--- src/rtl/cg_pkg.sv ---
// Shared definitions for the dot-product row feeder: float width, feeder FSM states
// and the package-count helper.
package cg_pkg;

   localparam int unsigned FLOAT_W = 32;

   typedef enum logic [1:0] {
      IDLE,
      FETCH,
      DRAIN,
      DONE
   } feeder_state_e;

   // Number of NI-lane packages needed to hold noe elements.
   function automatic int unsigned npkg(input int unsigned noe, input int unsigned ni);
      return (noe + ni - 1) / ni;
   endfunction

endpackage

--- src/rtl/lane_pad_mask.sv ---
// Lane-valid mask for package k: all-ones on lanes whose element index is below NOE.
// Lane 0 occupies the most significant 32 bits.
module lane_pad_mask
   import cg_pkg::*;
#(
   parameter int unsigned NOE    = 10,
   parameter int unsigned NI     = 8,
   parameter int unsigned ADDR_W = 8
) (
   input  logic [ADDR_W-1:0]     k,
   output logic [FLOAT_W*NI-1:0] mask_c
);

   for (genvar i = 0; i < NI; i++) begin : g_lane
      localparam int unsigned LANE = i;
      logic [31:0] elem_idx;
      assign elem_idx = 32'(k) * NI + LANE;
      assign mask_c[FLOAT_W*(NI-i)-1 -: FLOAT_W] = {FLOAT_W{elem_idx < NOE}};
   end

endmodule

--- src/rtl/dot_product_row_feeder.sv ---
// Streams two packed vectors from synchronous-read RAMs as one package pair every two cycles.
// Tail-lane zero padding is built only when DOT_FEEDER_ZERO_PAD_EN is defined.
module dot_product_row_feeder
   import cg_pkg::*;
#(
   parameter int unsigned NOE    = 10,
   parameter int unsigned NI     = 8,
   parameter int unsigned ADDR_W = 8
) (
   input  logic                   clk,
   input  logic                   reset,
   input  logic                   start,
   output logic [ADDR_W-1:0]      mem_addr,
   output logic                   mem_rd_en,
   input  logic [FLOAT_W*NI-1:0]  mem_a_rdata,
   input  logic [FLOAT_W*NI-1:0]  mem_b_rdata,
   output logic [FLOAT_W*NI-1:0]  first_row_output,
   output logic [FLOAT_W*NI-1:0]  second_row_output,
   output logic                   outsider_read_now,
   output logic [31:0]            no_of_multiples,
   output logic                   busy,
   output logic                   done
);

   localparam int unsigned NPKG  = npkg(NOE, NI);
   localparam int unsigned ROW_W = FLOAT_W * NI;
   localparam logic [ADDR_W-1:0] LAST_K = ADDR_W'(NPKG - 1);

   feeder_state_e     state_q, state_d;
   logic              phase_q, phase_d;
   logic [ADDR_W-1:0] k_q, k_d;
   logic [ADDR_W-1:0] mem_addr_q, mem_addr_d;
   logic              mem_rd_en_q, mem_rd_en_d;
   logic [ROW_W-1:0]  first_q, first_d;
   logic [ROW_W-1:0]  second_q, second_d;
   logic              ors_q, ors_d;
   logic              busy_q, busy_d;
   logic              done_q, done_d;

   logic [ROW_W-1:0]  a_pkg_c;
   logic [ROW_W-1:0]  b_pkg_c;

`ifdef DOT_FEEDER_ZERO_PAD_EN
   logic [ROW_W-1:0]  pad_mask_c;

   // k_q still names the package arriving from the RAM when it is registered.
   lane_pad_mask #(
      .NOE    (NOE),
      .NI     (NI),
      .ADDR_W (ADDR_W)
   ) u_lane_pad_mask (
      .k      (k_q),
      .mask_c (pad_mask_c)
   );

   assign a_pkg_c = mem_a_rdata & pad_mask_c;
   assign b_pkg_c = mem_b_rdata & pad_mask_c;
`else
   assign a_pkg_c = mem_a_rdata;
   assign b_pkg_c = mem_b_rdata;
`endif

   // phase_q high marks an even edge: data from the previous read is on the RAM outputs.
   always_comb begin
      state_d     = state_q;
      phase_d     = phase_q;
      k_d         = k_q;
      mem_addr_d  = mem_addr_q;
      mem_rd_en_d = 1'b0;
      first_d     = first_q;
      second_d    = second_q;
      ors_d       = 1'b0;
      busy_d      = busy_q;
      done_d      = 1'b0;

      case (state_q)
         IDLE: begin
            if (start) begin
               state_d     = FETCH;
               mem_addr_d  = '0;
               mem_rd_en_d = 1'b1;
               k_d         = '0;
               phase_d     = 1'b0;
               busy_d      = 1'b1;
            end
         end
         FETCH: begin
            phase_d = ~phase_q;
            if (phase_q) begin
               first_d  = a_pkg_c;
               second_d = b_pkg_c;
               ors_d    = (k_q == '0);
               if (k_q < LAST_K) begin
                  k_d         = k_q + ADDR_W'(1);
                  mem_addr_d  = k_q + ADDR_W'(1);
                  mem_rd_en_d = 1'b1;
               end else begin
                  state_d = DRAIN;
                  phase_d = 1'b0;
               end
            end
         end
         DRAIN: begin
            phase_d = ~phase_q;
            if (phase_q) begin
               state_d = DONE;
               busy_d  = 1'b0;
               done_d  = 1'b1;
            end
         end
         DONE: begin
            state_d = IDLE;
         end
         default: begin
            state_d = IDLE;
         end
      endcase
   end

   always_ff @(posedge clk) begin
      if (reset) begin
         state_q     <= IDLE;
         phase_q     <= 1'b0;
         k_q         <= '0;
         mem_addr_q  <= '0;
         mem_rd_en_q <= 1'b0;
         first_q     <= '0;
         second_q    <= '0;
         ors_q       <= 1'b0;
         busy_q      <= 1'b0;
         done_q      <= 1'b0;
      end else begin
         state_q     <= state_d;
         phase_q     <= phase_d;
         k_q         <= k_d;
         mem_addr_q  <= mem_addr_d;
         mem_rd_en_q <= mem_rd_en_d;
         first_q     <= first_d;
         second_q    <= second_d;
         ors_q       <= ors_d;
         busy_q      <= busy_d;
         done_q      <= done_d;
      end
   end

   assign mem_addr          = mem_addr_q;
   assign mem_rd_en         = mem_rd_en_q;
   assign first_row_output  = first_q;
   assign second_row_output = second_q;
   assign outsider_read_now = ors_q;
   assign busy              = busy_q;
   assign done              = done_q;
   assign no_of_multiples   = 32'(NPKG);

endmodule

--- config.mk ---
export PLATFORM = sky130hd
export DESIGN_NAME = dot_product_row_feeder
export DESIGN_NICKNAME = d
export VERILOG_FILES = /design/src/rtl/cg_pkg.sv /design/src/rtl/lane_pad_mask.sv /design/src/rtl/dot_product_row_feeder.sv
export SDC_FILE = /design/constraint.sdc
export NUM_CORES = 1
export LEC_CHECK = 0
export BUFFER_PORTS_ARGS = -buffer_cell sky130_fd_sc_hd__buf_2
export CORE_AREA = 2 2 419 421
export CTS_CLUSTER_DIAMETER = 150
export DETAILED_ROUTE_END_ITERATION = 8
export DIE_AREA = 0 0 421 423
export PLACE_DENSITY = 0.3
export SLEW_MARGIN = 20
export SYNTH_ARGS = -nofsm -noshare
export SYNTH_HDL_FRONTEND = slang
export SYNTH_SLANG_ARGS = --single-unit
--- constraint.sdc ---
create_clock -name clk -period 2.3 [get_ports clk]
set_clock_uncertainty 0.15 [all_clocks]
set_input_delay 0.46 -clock clk [delete_from_list [all_inputs] [get_ports clk]]
set_output_delay 0.46 -clock clk [all_outputs]
set_load 0.05 [all_outputs]
[Word level (Yosys, flattened, before mapping)]
Index checks and enable logic that the tools add are counted.
Word-level totals
  output and inout port bits: 556
  flip-flop bits (word level): 527
  logic and storage cells: 55
  input port bits: 515
Cells by class
  bitwise logic cells: 3
  reductions and logical operators: 12
  $add $sub $neg: 1
  order comparisons: 1
  mux-type cells: 21
  eq/ne operators: 8
Operators with widths (number)
  two-way mux 8 bit: 3
  case mux 8 bit (2 select lines): 1
  != test 2 bit, second input constant: 5
  two-way mux 1 bit: 9
  adder 8 x 1 -> 8 bit, second input constant: 1
  zero test 8 bit: 1
  < comparator 8 x 1 -> 1 bit, second input constant: 1
  two-way mux 2 bit: 4
  case mux 2 bit (4 select lines): 1
  AND reduction 4 bit: 2
  equality test 2 bit, second input constant: 2
  case mux 1 bit (2 select lines): 2
  AND reduction 2 bit: 2
  nonzero test 2 bit: 2
  NOT 1 bit: 3
  case mux 1 bit (3 select lines): 1
  AND reduction 3 bit: 1
  nonzero test 3 bit: 1
  OR reduction 3 bit: 1
  equality test 2 x 1 -> 1 bit, second input constant: 1
  zero test 2 bit: 1
  OR reduction 2 bit: 1

[Longest topological paths before layout]
Gate-level depths: netlist of run 1.
  depth after elaboration: 4
  gate-level depth with buffers: 9
  depth with buffers taken out: 6

[Worst setup path before layout of run 1]
OpenSTA, ideal clock, no wires.
  path kind: register -> register
  start: reg mem_addr[0] (netlist name)
  end: reg state_q[0]
  path buffers: 0
  stages on the path, launching flop included: 7
  data arrival time: 2067 ps
  setup slack: -32 ps
  library setup time: 115 ps
  clock period less this slack: 2332 ps
  data required time: 2035 ps
  path through: dfxtp_1 > inv_1 > ha_1 > or4b_1 > or4_4 > o221a_1 > o21a_1
RTL lines
  end signal, assigned: line dot_product_row_feeder.sv:133  | state_q <= state_d;
  end, declared: line dot_product_row_feeder.sv:29  | feeder_state_e state_q, state_d;

==> results.yml, run 1 <==
run_status:
  outcome: "finished clean"
placement:
  dp.cells: 5604
  hpwl_mm: 79.7
  io_buffers: 1038
  place_area_mm2: 0.0266
  place_congestion: 0.909
clock_network:
  clockBufferDepth: 3
  h-tree-depth: 3
  cts_buffers: 73
  clk_latency_ns: 0.67
  cts_sinks: 527
  cts_root_buffer: "clkbuf_16"
  cts_tree: "done"
  path_clk_slew_ns: 0.05
floorplanning:
  num_rows: 153
  dieArea_mm2: 0.178
  dieHeight_um: 423
  start_util_pct: 10.6
  coreArea_mm2: 0.173
  ioPinCount: 1071
  die_w_um: 421
power:
  intPower_w: 0.0177
  p_leak_nw: 14.4
  peakVddDrop_mv: 0.456
  p_total_w: 0.0246
  seqPwrFrac_pct: 38.6
  power.switching_w: 0.00688
  pwr-share-clk_pct: 46.7
  switching_share_pct: 28.0
  combPwrFrac_pct: 14.7
  power_density_mw_per_mm2: 718
grt:
  grt_max_degree: 66
  grt_pass1_vias: 21200
  overflow: 0
  antenna_found_initial: 4
  grt_pass1_wl_mm: 148
  grt.total_usage_pct: 11.2
drt:
  dr_total_vias: 21200
  wl_mm: 105
  wire_per_inst_um: 16.8
  routed_via_density: 3.40
  drc: 0
  antenna_left: 0
  first_iter_violations: 1012
  firstDrtPassIters: 7
yosys:
  ys_seq_area_share_pct: 57.6
  ys_ff_latch: 527
  synth_cell_types: 31
  synth_area_mm2: 0.0183
  yosysWarnings: 0
  syn-instance-count: 2331
  synth.avg_cell_area_um2: 7.85
hold_path:
  hold_path_class: "in2reg"
final_layout:
  area_delta_synth_final_pct: 87.1
  fillerInstances: 19700
  drive_above_1_share_pct: 31.7
  finalNetCount: 4393
  stdcell_area_mm2: 0.0342
  final_cells: 6255
setup_path:
  cp.required_ns: 2.71
  critical_path.slowest_cell: "or4_4"
  path_cells: "inv_1 -> ha_1 -> or4b_1 -> or4_4 -> o221a_1 -> o21a_1"
  end_kind: "flop"
  cp_data_arrival_time_ns: 2.59
  criticalPathCategory: "reg2reg"
  critPathMaxFanout: 4
  crit_path_start_kind: "flop"
  max_stage_delay_ns: 0.47
timing:
  final_max_slew_viol_count: 0
  setup_viol: 0
  tns_ns: 0
  fmax_mhz: 458
  layout_min_cycle_time_ns: 2.18
  min_period_over_period_pct: 94.9
  rsz0062_at_grt: "no"
  hold_violations: 0
flow_run:
  maxCapViolations: 0
cell type report:
| type | count | area (µm²) | area share (%) |
|---|---|---|---|
| multi-input combinational | 1624 | 6920 | 20.2 |
| timing repair buffer | 1641 | 11400 | 33.4 |
| clock inverter | 16 | 186 | 0.544 |
| clock buffer | 112 | 2200 | 6.41 |
| sequential | 527 | 10600 | 30.8 |
| tap | 2325 | 2910 | 8.50 |
| antenna | 5 | 12.5 | 0.0365 |
| inverter | 5 | 18.8 | 0.0548 |
worst paths after layout:
check | startpoint | end | slack (ns) | cells after the start
worst max-delay path | mem_addr[0]$_SDFFE_PP0P_ | state_q[0]$_SDFFE_PP0P_ | 0.12 | 6
worst min-delay path | mem_a_rdata[147] | first_row_output[147]$_SDFFE_PP0P_ | 0.14 | 3
worst max register to register | mem_addr[0]$_SDFFE_PP0P_ | state_q[0]$_SDFFE_PP0P_ | 0.12 | 6
worst min register to register | first_row_output[142]$_SDFFE_PP0P_ | first_row_output[142]$_SDFFE_PP0P_ | 0.30 | 2
layout by cell type (no fill, tap or decap), drive strengths merged, types with 2 or more instances in the layout:
master / count
nand2: 1028
a31oi: 4
nor2: 9
inv: 6
dlygate4sd3: 514
conb: 32
and3: 2
ha: 6
a21oi: 517
clkinv: 10
diode: 5
clkbuf: 113
or4b: 2
clkinvlp: 2
dfxtp: 527
and2: 4
bufinv: 3
o21ai: 4
nand2b: 3
or4: 2
buf: 1126
metrics by stage:
step	hold slack, ns	setup slack, ns	utilization, %
floorplan	0.332	0.00476	-
CTS	0.00384	0.0436	19.7
global route	0.0246	0.0238	19.8
finish	0.137	0.116	19.8
detailed placement	0.293	0.115	15.4
global placement	0.288	0.0981	15.4
cell usage after synthesis:
cell type,number,share of area (%)
and2_1,4,0.14
buf_1,9,0.18
dfxtp_1,527,58
inv_1,5,0.10
nor4b_2,1,0.082
o21bai_1,1,0.041
or4_1,1,0.041
nand2b_1,3,0.10
buf_4,32,1.3
nor3_1,1,0.027
mux2i_1,1,0.055
o21ai_0,4,0.11
clkbuf_1,129,2.6
nand2_1,1028,21
or2_2,1,0.034
buf_2,35,0.96
nor2b_1,1,0.034
conb_1,2,0.041
a22o_1,1,0.048
a311oi_1,1,0.048
o21a_1,1,0.041
or4b_2,1,0.055
mux2_2,1,0.062
o221a_1,1,0.062
or4_4,1,0.062
ha_1,6,0.41
and3_1,2,0.068
or4b_1,1,0.055
nor2_1,9,0.18
a31oi_1,4,0.14
a21oi_1,517,14
registers in the layout (all words and copies together) (netlist names):
register / flops
mem_addr: 8
state_q: 2
second_row_output: 256
phase_q: 1
done: 1
mem_rd_en: 1
busy: 1
outsider_read_now: 1
first_row_output: 256
power groups by stage:
stage / clock, W / combinational [W] / sequential [W]
floorplan: 0 / 0.000950 / 0.0104
global placement: 0 / 0.00291 / 0.00967
detailed placement: 0 / 0.00289 / 0.00968
CTS: 0.0120 / 0.00366 / 0.00948
global route: 0.0123 / 0.00387 / 0.00950
finish: 0.0115 / 0.00362 / 0.00949
critical path, delay by kind of cell (launching register included):
family / cells / cell delay (ns)
compound gates: 2 / 0.47
simple gates: 2 / 0.91
fa+ha+maj: 1 / 0.14
buf+inv: 1 / 0.08
flops: 1 / 0.33
routing by layer:
layer	routed length (µm)	part of all wire (%)	global-route usage [%]	vias to the layer above
li1	-	-	-	10500
met1	43100	41	13.0	9902
met2	51200	49	18.9	668
met3	7400	7.0	3.78	147
met4	3480	3.3	4.11	0
met5	0	0	0	-
cells by family after synthesis:
logic type,synth area share (%)
AND/OR/NAND/NOR,22.0
AO/OA/AOI/OAI,14.6
flip-flops,57.6
buffers and inverters,5.20
adder cells (fa/ha/maj),0.410
multiplexers,0.116
other,0.0410
what timing repair did:
| action | in CTS | in global routing |
|---|---|---|
| endpoints found under the setup margin | 0 | 1 |
| gates resized for setup | 0 | 1 |
| buffers inserted | 0 | 3 |
| hold buffers | 513 | 1 |
| hold endpoints to repair | 513 | 1 |
No activity file was read; power rests on OpenSTA's default activity.
==> run 2, diff against run 1 <==
--- a/config.mk
+++ b/config.mk
@@ -5,12 +5,14 @@
 export SDC_FILE = /design/constraint.sdc
 export NUM_CORES = 1
 export LEC_CHECK = 0
+export ABC_AREA = 1
 export BUFFER_PORTS_ARGS = -buffer_cell sky130_fd_sc_hd__buf_2
-export CORE_AREA = 2 2 419 421
+export CORE_AREA = 2 2 420 422
 export CTS_CLUSTER_DIAMETER = 150
 export DETAILED_ROUTE_END_ITERATION = 8
-export DIE_AREA = 0 0 421 423
+export DIE_AREA = 0 0 422 424
 export PLACE_DENSITY = 0.3
+export SETUP_SLACK_MARGIN = 0.1
 export SLEW_MARGIN = 20
 export SYNTH_ARGS = -nofsm -noshare
 export SYNTH_HDL_FRONTEND = slang
==> results.yml, run 2 <==
clock_network:
  postCtsSetupRepairBufs: 0
  cts_sinks: 527
  cts_buffers: 73
  cts_tree: "done"
  clockBufferDepth: 3
  path_clk_slew_ns: 0.05
  h-tree-depth: 3
  clk_latency_ns: 0.66
  cts_root_buffer: "clkbuf_16"
drt:
  routed_via_density: 3.34
  wire_per_inst_um: 17.1
  wl_mm: 108
  first_iter_violations: 771
  antenna_left: 0
  firstDrtPassIters: 6
  drc: 0
  dr_total_vias: 21000
final_layout:
  finalNetCount: 4409
  final_cell_mix: "1039 x nor2_1, 1033 x buf_2, 526 x dfxtp_1"
  final_cells: 6282
  area_delta_synth_final_pct: 85.2
  fillerInstances: 20100
  final_common_cell: "nor2_1"
  ff_latch_area_mm2: 0.0106
  multi_input_area_mm2: 0.00688
  drive_above_1_share_pct: 31.5
floorplanning:
  dieArea_mm2: 0.179
  start_util_pct: 10.5
  dieHeight_um: 424
  ioPinCount: 1071
  die_w_um: 422
  num_rows: 154
  coreArea_mm2: 0.175
setup_path:
  path_cells: "buf_4"
  critPathMaxFanout: 2
  criticalPathCategory: "reg2out"
  crit_path_start_kind: "flop"
  end_kind: "primary output"
  path_delay_family: "flip-flops"
  path_buf_inv: 1
  critical_path.slowest_cell: "dfxtp_1"
  max_stage_delay_ns: 0.55
  cp_data_arrival_time_ns: 1.49
  cp.required_ns: 1.69
grt:
  grt.total_usage_pct: 11.5
  grt_pass1_wl_mm: 151
  grt_max_degree: 67
  overflow: 0
  antenna_found_initial: 12
  grt_pass1_vias: 21100
hold_path:
  hold_path_class: "in2reg"
timing:
  hold_violations: 0
  layout_min_cycle_time_ns: 2.10
  fmax_mhz: 476
  slew_headroom_pct: 57.6
  setup_viol: 0
  worstMarginPinSlew_ns: 0.629
  final_max_slew_viol_count: 0
  rsz0062_at_grt: "no"
  min_period_over_period_pct: 91.4
  fin_hold_ws_ns: 0.0855
  tns_ns: 0
yosys:
  yosysTopAreaCell: "dfxtp_1"
  yosysMostFrequentCell: "nor2_1"
  synth_top_area_share_pct: 57.3
  synth.avg_cell_area_um2: 7.83
  ys_seq_area_share_pct: 57.3
  synth_area_mm2: 0.0184
  ys_ff_latch: 527
  async_flop_share_pct: 0
  synth.top_cells.by_count: "1039 x nor2_1, 527 x dfxtp_1, 516 x o21ai_0"
  synth-main-ff-cell: "dfxtp_1"
  yosysWarnings: 0
  synth_edf_count: 0
  syn-instance-count: 2352
  synth_cell_types: 20
  synth_area_leaders: "dfxtp_1 57%, nor2_1 21%, o21ai_0 14%"
power:
  power_density_mw_per_mm2: 748
  peakVddDrop_mv: 0.384
  p_leak_nw: 15.0
placement:
  place_congestion: 0.863
  dp.cells: 5651
  io_buffers: 1038
  hpwl_mm: 83.9
flow_run:
  maxCapViolations: 0
run_status:
  outcome: "finished clean"
## run 2: worst paths after layout
kind                                      start                                 end  slack [ns]  depth (start not counted)
max          second_row_output[32]$_SDFFE_PP0P_               second_row_output[32]        0.20                          1
max reg2reg             state_q[1]$_SDFFE_PP0P_  second_row_output[92]$_SDFFE_PP0P_        0.23                          6
min reg2reg                   busy$_SDFFE_PP0P_                   busy$_SDFFE_PP0P_        0.31                          2
min                              mem_b_rdata[0]   second_row_output[0]$_SDFFE_PP0P_        0.09                          4
## run 2: logic make-up after synthesis
group           Yosys count  synth area share (%)
simple gates           1075                  22.0
other cells               2                0.0408
fa+ha+maj                 6                 0.408
compound gates          522                  14.2
buf+inv                 220                  6.06
flops                   527                  57.3
## run 2: cell type report
cell class | instances | area share (%)
diodes | 8 | 0.0587
clock buffers | 103 | 6.10
clock inverters | 18 | 0.678
inverters | 17 | 0.231
multi-input cells | 1635 | 20.2
flip-flops and latches | 527 | 30.9
well taps | 2340 | 8.58
repair buffers | 1634 | 33.3
## run 2: report_power, final
part | internal (W) | switching (W) | total (W)
registers | 0.00950 | 0.000206 | 0.00971
clock network | 0.00664 | 0.00461 | 0.0112
logic | 0.00165 | 0.00290 | 0.00455
## run 2: through the flow
step	total power [W]	area, µm²	setup slack [ns]	utilization [%]
2_1_floorplan	0.0123	18500	0.602	-
3_3_place_gp	0.0138	26800	0.287	15.3
3_5_place_dp	0.0138	26800	0.293	15.3
4_1_cts	0.0261	34100	0.0549	19.5
5_1_grt	0.0268	34100	0.0996	19.5
6_report	0.0255	34100	0.198	19.5
## run 2: per-layer routing
| metal | track usage, % | routed length, µm | up-vias |
|---|---|---|---|
| li1 | - | - | 10500 |
| met3 | 3.79 | 8030 | 129 |
| met2 | 19.7 | 52600 | 650 |
| met4 | 3.82 | 2670 | 2 |
| met5 | 0 | 13 | - |
| met1 | 13.4 | 44400 | 9652 |
## run 2: timing repair
item	4_1_cts	5_1_grt
endpoints found under the setup margin	6	0
endpoints found under the hold margin	503	0
hold buffers	502	0
resized for setup	6	0
==> run 3, diff against run 2 <==
--- a/config.mk
+++ b/config.mk
@@ -7,13 +7,16 @@
 export LEC_CHECK = 0
 export ABC_AREA = 1
 export BUFFER_PORTS_ARGS = -buffer_cell sky130_fd_sc_hd__buf_2
-export CORE_AREA = 2 2 420 422
+export CAP_MARGIN = 40
+export CELL_PAD_IN_SITES_DETAIL_PLACEMENT = 1
+export CELL_PAD_IN_SITES_GLOBAL_PLACEMENT = 2
+export CORE_AREA = 2 2 416 418
 export CTS_CLUSTER_DIAMETER = 150
 export DETAILED_ROUTE_END_ITERATION = 8
-export DIE_AREA = 0 0 422 424
-export PLACE_DENSITY = 0.3
+export DIE_AREA = 0 0 418 420
+export PLACE_DENSITY = 0.43
 export SETUP_SLACK_MARGIN = 0.1
-export SLEW_MARGIN = 20
+export SLEW_MARGIN = 10
 export SYNTH_ARGS = -nofsm -noshare
 export SYNTH_HDL_FRONTEND = slang
 export SYNTH_SLANG_ARGS = --single-unit
==> results.yml, run 3 (synthesized netlist as in run 2, its figures left out) <==
setup_path:
  cp_data_arrival_time_ns: 2.46
  critPathMaxFanout: 42
  ff2ff_path_depth: 8
  cp.required_ns: 2.70
  crit_path_start_kind: "flop"
  end_kind: "flop"
  criticalPathCategory: "reg2reg"
grt:
  grt_pass1_vias: 22400
  antenna_found_initial: 13
  grt_pass1_wl_mm: 153
  grt_max_degree: 122
  overflow: 0
  grt.total_usage_pct: 11.7
power:
  power.switching_w: 0.00798
  seqPwrFrac_pct: 36.8
  combPwrFrac_pct: 17.2
  p_leak_nw: 15.1
  intPower_w: 0.0184
  power_density_mw_per_mm2: 772
  switching_share_pct: 30.3
  peakVddDrop_mv: 0.472
  pwr-share-clk_pct: 46.1
timing:
  layout_min_cycle_time_ns: 2.06
  final_max_slew_viol_count: 0
  fmax_mhz: 486
  min_period_over_period_pct: 89.5
  setup_viol: 0
  rsz0062_at_grt: "no"
  worstMarginPinSlew_ns: 0.673
  slew_headroom_pct: 55.1
  tns_ns: 0
  hold_violations: 0
clock_network:
  cts_tree: "done"
  h-tree-depth: 3
  clockBufferDepth: 3
  cts_buffers: 77
  clk_latency_ns: 0.66
  cts_sinks: 527
  path_clk_slew_ns: 0.06
  cts_root_buffer: "clkbuf_16"
floorplanning:
  start_util_pct: 10.8
  ioPinCount: 1071
  die_w_um: 418
  num_rows: 152
  dieHeight_um: 420
  coreArea_mm2: 0.171
  dieArea_mm2: 0.176
final_layout:
  drive_above_1_share_pct: 31.0
  final_cell_mix: "1039 x nor2_1, 1038 x buf_2, 527 x dfxtp_1"
  multi_input_area_mm2: 0.00688
  area_delta_synth_final_pct: 85.4
  final_common_cell: "nor2_1"
  final_cells: 6171
  fillerInstances: 20500
  ff_latch_area_mm2: 0.0106
  finalNetCount: 4398
drt:
  antenna_left: 0
  routed_via_density: 3.41
  wire_per_inst_um: 17.5
  drc: 0
  wl_mm: 108
  firstDrtPassIters: 4
  first_iter_violations: 640
  dr_total_vias: 21100
hold_path:
  hold_path_class: "in2reg"
  worstHoldPathCells: 3
run_status:
  outcome: "finished clean"
placement:
  place_congestion: 0.746
  io_buffers: 1038
  dp.cells: 5520
  hpwl_mm: 80.8
flow_run:
  maxCapViolations: 0
[run 3: cell count changes in the layout (fill, tap and decap cells not counted), sizes merged]
cell,before,now
clkinvlp,3,0
dlygate4sd3,502,511
inv,20,22
clkinv,9,7
clkbuf,103,115
buf,1132,1108
bufinv,3,5
[run 3: power by group through the flow]
stage | clock network, W | registers, W | logic, W
2_1_floorplan | 0 | 0.0111 | 0.00122
3_3_place_gp | 0 | 0.00988 | 0.00384
3_5_place_dp | 0 | 0.00989 | 0.00383
4_1_cts | 0.0129 | 0.00969 | 0.00462
5_1_grt | 0.0132 | 0.00974 | 0.00492
6_report | 0.0121 | 0.00969 | 0.00452
[run 3: critical path, cell delays in order (launching register included)]
cell and delay, ns:
dfxtp_1 0.33, inv_1 0.09, ha_2 0.29, nand2_8 0.11, buf_12 0.20, buf_12 0.18
buf_4 0.17, o21ai_0 0.32, nor2_1 0.08
[run 3: path summary, 6_finish.rpt]
check                                startpoint                                  to  slack [ns]
min reg2reg  second_row_output[74]$_SDFFE_PP0P_  second_row_output[74]$_SDFFE_PP0P_        0.32
max                     state_q[1]$_SDFFE_PP0P_   first_row_output[69]$_SDFFE_PP0P_        0.24
max reg2reg             state_q[1]$_SDFFE_PP0P_   first_row_output[69]$_SDFFE_PP0P_        0.24
min                             mem_b_rdata[15]  second_row_output[15]$_SDFFE_PP0P_        0.08
[run 3: what timing repair did]
action,in CTS,in global routing
resized for setup,0,1
hold buffers,511,0
hold endpoints to repair,512,0
buffers inserted,0,0
endpoints found under the setup margin,0,43
[run 3: layout make-up]
| type | count | share of cell area [%] |
|---|---|---|
| diodes | 8 | 0.0586 |
| clock buffers | 115 | 6.47 |
| clock inverters | 17 | 0.949 |
| inverters | 17 | 0.231 |
| multi-input cells | 1635 | 20.2 |
| flip-flops and latches | 527 | 30.9 |
| well taps | 2233 | 8.18 |
| repair buffers | 1619 | 33.1 |
[run 3: layer usage]
layer	vias to the layer above	track usage [%]	routed length (µm)
met5	-	0	0
met4	0	4.58	4180
met3	171	4.23	8600
met2	671	20.5	53200
met1	9700	12.8	42000
li1	10500	-	-
[run 3: stage by stage]
stage               hold slack [ns]  instance area [µm²]  worst slack [ns]  power [W]  utilization [%]
finish                       0.0770                34100             0.242     0.0264             20.0
global route                 0.0745                34100             0.120     0.0278             20.0
CTS                          0.0265                34100             0.127     0.0272             20.0
detailed placement            0.315                26500             0.183     0.0137             15.5
global placement              0.308                26500             0.241     0.0137             15.5
floorplan                     0.322                18500             0.602     0.0123                -
